===== src/rtl/universal_shift_register.sv =====
// Universal shift register: WIDTH-bit register with parallel load and a
// multi-cycle burst engine that performs amt single-bit shifts/rotates,
// one per clock, then pulses done for one cycle.
module universal_shift_register #(
  parameter int WIDTH = 8,
  parameter int AMT_W = 4
) (
  input  logic             clk,
  input  logic             rst,
  input  logic             load,
  input  logic [WIDTH-1:0] din,
  input  logic             start,
  input  logic [1:0]       op,
  input  logic [AMT_W-1:0] amt,
  input  logic             sin,
  output logic [WIDTH-1:0] q,
  output logic             sout,
  output logic             busy,
  output logic             done
);

  typedef enum logic [1:0] {
    IDLE  = 2'd0,
    SHIFT = 2'd1,
    DONE  = 2'd2
  } state_t;

  localparam logic [1:0] OP_SLL = 2'b00;
  localparam logic [1:0] OP_SRL = 2'b01;
  localparam logic [1:0] OP_ROL = 2'b10;
  localparam logic [1:0] OP_SRA = 2'b11;

  localparam logic [AMT_W-1:0] CNT_ZERO = '0;
  localparam logic [AMT_W-1:0] CNT_ONE  = {{(AMT_W-1){1'b0}}, 1'b1};

  state_t           state_q, state_d;
  logic [WIDTH-1:0] q_q, q_d;
  logic             sout_q, sout_d;
  logic [1:0]       op_q, op_d;
  logic [AMT_W-1:0] cnt_q, cnt_d;

  // Next-state logic: load/start are only honoured in IDLE; the burst uses
  // the op latched at start so mid-burst input changes have no effect.
  always_comb begin
    state_d = state_q;
    q_d     = q_q;
    sout_d  = sout_q;
    op_d    = op_q;
    cnt_d   = cnt_q;
    unique case (state_q)
      IDLE: begin
        if (load) begin
          q_d = din;
        end else if (start) begin
          op_d = op;
          if (amt != CNT_ZERO) begin
            cnt_d   = amt;
            state_d = SHIFT;
          end else begin
            state_d = DONE;
          end
        end
      end
      SHIFT: begin
        unique case (op_q)
          OP_SLL: begin
            q_d    = {q_q[WIDTH-2:0], sin};
            sout_d = q_q[WIDTH-1];
          end
          OP_SRL: begin
            q_d    = {sin, q_q[WIDTH-1:1]};
            sout_d = q_q[0];
          end
          OP_ROL: begin
            q_d    = {q_q[WIDTH-2:0], q_q[WIDTH-1]};
            sout_d = q_q[WIDTH-1];
          end
          OP_SRA: begin
            q_d    = {q_q[WIDTH-1], q_q[WIDTH-1:1]};
            sout_d = q_q[0];
          end
          default: begin
            q_d    = q_q;
            sout_d = sout_q;
          end
        endcase
        cnt_d = cnt_q - CNT_ONE;
        if (cnt_q == CNT_ONE) begin
          state_d = DONE;
        end
      end
      DONE: begin
        state_d = IDLE;
      end
      default: begin
        state_d = IDLE;
      end
    endcase
  end

  // State and datapath registers; reset aborts any burst immediately.
  always_ff @(posedge clk or posedge rst) begin
    if (rst) begin
      state_q <= IDLE;
      q_q     <= '0;
      sout_q  <= 1'b0;
      op_q    <= 2'b00;
      cnt_q   <= '0;
    end else begin
      state_q <= state_d;
      q_q     <= q_d;
      sout_q  <= sout_d;
      op_q    <= op_d;
      cnt_q   <= cnt_d;
    end
  end

  assign q    = q_q;
  assign sout = sout_q;
  assign busy = (state_q == SHIFT);
  assign done = (state_q == DONE);

endmodule


===== config.mk =====
export PLATFORM = sky130hd
export DESIGN_NAME = universal_shift_register
export DESIGN_NICKNAME = d
export VERILOG_FILES = /design/src/rtl/universal_shift_register.sv
export SDC_FILE = /design/constraint.sdc
export NUM_CORES = 1
export LEC_CHECK = 0
export ABC_AREA = 1
export BUFFER_PORTS_ARGS = -buffer_cell sky130_fd_sc_hd__buf_2
export CORE_AREA = 2 2 49 51
export CTS_CLUSTER_DIAMETER = 100
export DETAILED_ROUTE_END_ITERATION = 12
export DIE_AREA = 0 0 51 53
export GPL_ROUTABILITY_DRIVEN = 0
export PLACE_DENSITY = 0.75
export SKIP_CTS_REPAIR_TIMING = 1
export SLEW_MARGIN = 30
export SYNTH_ARGS = -nofsm -noshare
export SYNTH_HDL_FRONTEND = slang
export SYNTH_SLANG_ARGS = --single-unit
export TNS_END_PERCENT = 20

===== constraint.sdc =====
create_clock -name clk -period 1.6 [get_ports clk]
set_clock_uncertainty 0.05 [all_clocks]
set_input_delay 0.08 -clock clk [delete_from_list [all_inputs] [get_ports clk]]
set_output_delay 0.08 -clock clk [all_outputs]
set_load 0.005 [all_outputs]

==> flow_metrics.py <==
metrics = {
    "outcome": {
        "run_status": "finished with violations",
        "violations": "hold timing",
    },
    "clock_tree": {
        "clockBufferDepth": 2,
        "cts_tree": "built",
        "root_buffer": "clkbuf_4",
        "cts_sinks": 17,
        "path_clk_slew_ps": 110,
        "clock_latency_ps": 300,
        "htree_levels": 1,
        "numCtsBuffers": 3,
    },
    "sta": {
        "grt_setup_unrepaired": "false",
        "fin_setup_tns_ps": 0,
        "slew_violations": 0,
        "worstMarginPinSlew_ps": 664,
        "hold_viol_final": 2,
        "finalSetupViolCount": 0,
        "maxSlewHeadroom_pct": 55.7,
        "fin_hold_ws_ps": -15.2,
        "final.period_utilization_pct": 95.5,
        "clock.fmax_mhz": 654,
        "min_period_ps": 1530,
    },
    "layout": {
        "drive_gt1_share_pct": 19.9,
        "final_common_cell": "nand2_1",
        "num-fill-cells": 216,
        "syn2layout_area_growth_pct": 17.6,
        "antenna_cells": 0,
        "fin_util_pct": 57.6,
        "layout_common_cells": "59 x nand2_1, 29 x buf_2, 20 x inv_1",
        "nNetsFinal": 208,
    },
    "synthesis": {
        "syn_inst": 156,
        "syn-num-nets": 177,
        "yosysWarnings": 0,
        "netlist-cell-type-count": 21,
        "synth_area_leaders": "dfrtp_1 40%, nand2_1 21%, nand3_1 7.6%",
        "synth_top_area_cell": "dfrtp_1",
        "synth_top_cell_area_share_pct": 40.4,
        "yosysSeqAreaShare_pct": 40.4,
        "netlist_area_mm2": 0.00105,
        "synth.ff_latch_count": 17,
        "avgSynthCellArea_um2": 6.75,
    },
    "die": {
        "core_area_mm2": 0.00215,
        "initial_core_util_pct": 49.0,
        "io_pins": 30,
        "fp.dieH_um": 53,
        "die_w_um": 51,
        "die_area_mm2": 0.00270,
        "rows": 17,
    },
    "placed_design": {
        "hpwlAfterDp_um": 1710,
        "portBuffers": 29,
    },
    "drt": {
        "totalWireLength_um": 2220,
        "drc": 0,
        "dr.pass1.iters": 4,
        "viasPerCell": 4.95,
        "postRouteAntennaNets": 0,
        "vias": 1059,
        "wl_per_cell_um": 10.4,
        "drt_iter0_drc": 23,
    },
    "global_route": {
        "overflow": 0,
        "grt_max_degree": 19,
        "grt_pass1_vias": 925,
        "gr-usage-all-layers_pct": 18.6,
        "grt_pass1_wl_um": 3690,
        "antenna_found_initial": 0,
    },
    "setup_path": {
        "crit_path_cell_trace": "inv_1 > nand2_4 > inv_2 > buf_2",
        "crit_required_ps": 1470,
        "arrival_ps": 1400,
        "critPathLaunchType": "register",
        "cp-end-kind": "output port",
        "cp_slowest_cell": "dfrtp_1",
        "critPathMaxStageDelay_ps": 400,
        "worstPathMaxFanout": 18,
        "critPathKind": "reg2out",
    },
    "worst_hold_path": {
        "min_path_type": "in2reg",
    },
    "power": {
        "powerDensity_mw_per_mm2": 1970,
        "leakage_nw": 0.710,
        "peakVddDrop_v": 0.000980,
    },
    "job": {
        "maxCapViolCount": 0,
    },
}
## power by group
| part | internal [mW] | switching, mW | total [mW] |
|---|---|---|---|
| Clock | 0.0970 | 0.139 | 0.236 |
| Sequential | 0.651 | 0.167 | 0.818 |
| Combinational | 0.516 | 0.867 | 1.38 |
| Total | 1.26 | 1.17 | 2.44 |
## registers in the layout, summed over array words and instances, names as in the netlist
register	cells
cnt_q	4
sout	1
q	8
op_q	2
state_q	2
## kinds of logic after synthesis
kind of cell / count (synthesis) / share of synthesized area [%]
AND/OR/NAND/NOR: 90 / 35.9
AO/OA/AOI/OAI: 21 / 10.5
adder cells (fa/ha/maj): 2 / 2.38
flip-flops: 17 / 40.4
buffers and inverters: 26 / 10.8
## through the flow
step / power (mW) / hold WS [ps] / cell area [um^2] / setup slack (ps) / std cells
5_1_grt: 2.73 / 8.13 / 1240 / 2.11 / 214
2_1_floorplan: 1.91 / -43.9 / 1050 / 374 / 156
6_report: 2.44 / -15.2 / 1240 / 71.4 / 214
3_5_place_dp: 2.22 / 169 / 1200 / 258 / 209
4_1_cts: 2.45 / -158 / 1230 / 85.7 / 213
3_3_place_gp: 2.18 / 163 / 1200 / 288 / 209
## final timing paths
path                                        start  slack (ps)                    to  cells past startpoint
setup / recovery           state_q[1]$_DFFE_PP0P_          70                  busy                      4
hold reg to reg              cnt_q[3]$_DFFE_PP0P_         480  cnt_q[3]$_DFFE_PP0P_                      2
max in group asynchronous                     rst         710      q[7]$_DFFE_PP0P_                      3
hold / removal                              op[1]         -20   op_q[1]$_DFFE_PP0P_                      3
setup reg to reg           state_q[1]$_DFFE_PP0P_         230      q[7]$_DFFE_PP0P_                      6
min in group asynchronous                     rst         360  cnt_q[2]$_DFFE_PP0P_                      3
## per-layer routing
layer	share of wire [%]	routed length (um)	up-vias	track usage, %
met5	0	0	-	0
met4	1.8	40	0	9.46
met3	5.8	130	5	2.54
met2	50	1100	33	33.8
met1	43	947	474	21.1
li1	-	-	547	-
## worst max-delay path, delay by kind of cell, from the launching register on
family | cells | cell delay, ps
flip-flops | 1 | 400
AND/OR/NAND/NOR | 1 | 160
buffers and inverters | 3 | 540
## synth_stat cells (all sizes together)
master and instances:
a21boi 1, a21oi 7, buf 4, clkinv 1, dfrtp 17, ha 2, inv 21, nand2 60
nand3 16, nand4 1, nor2 10, o211ai 1, o21ai 12, or2 3
## area by class of cell
type / count / area, um^2 / share of cell area [%]
timing repair buffer: 30 / 155 / 12.5
clock buffer: 4 / 26.3 / 2.12
inverter: 22 / 82.6 / 6.67
sequential: 17 / 425 / 34.4
multi-input combinational: 113 / 513 / 41.5
tap: 28 / 35.0 / 2.83
Note: power is estimated with default switching activity, not from simulation.
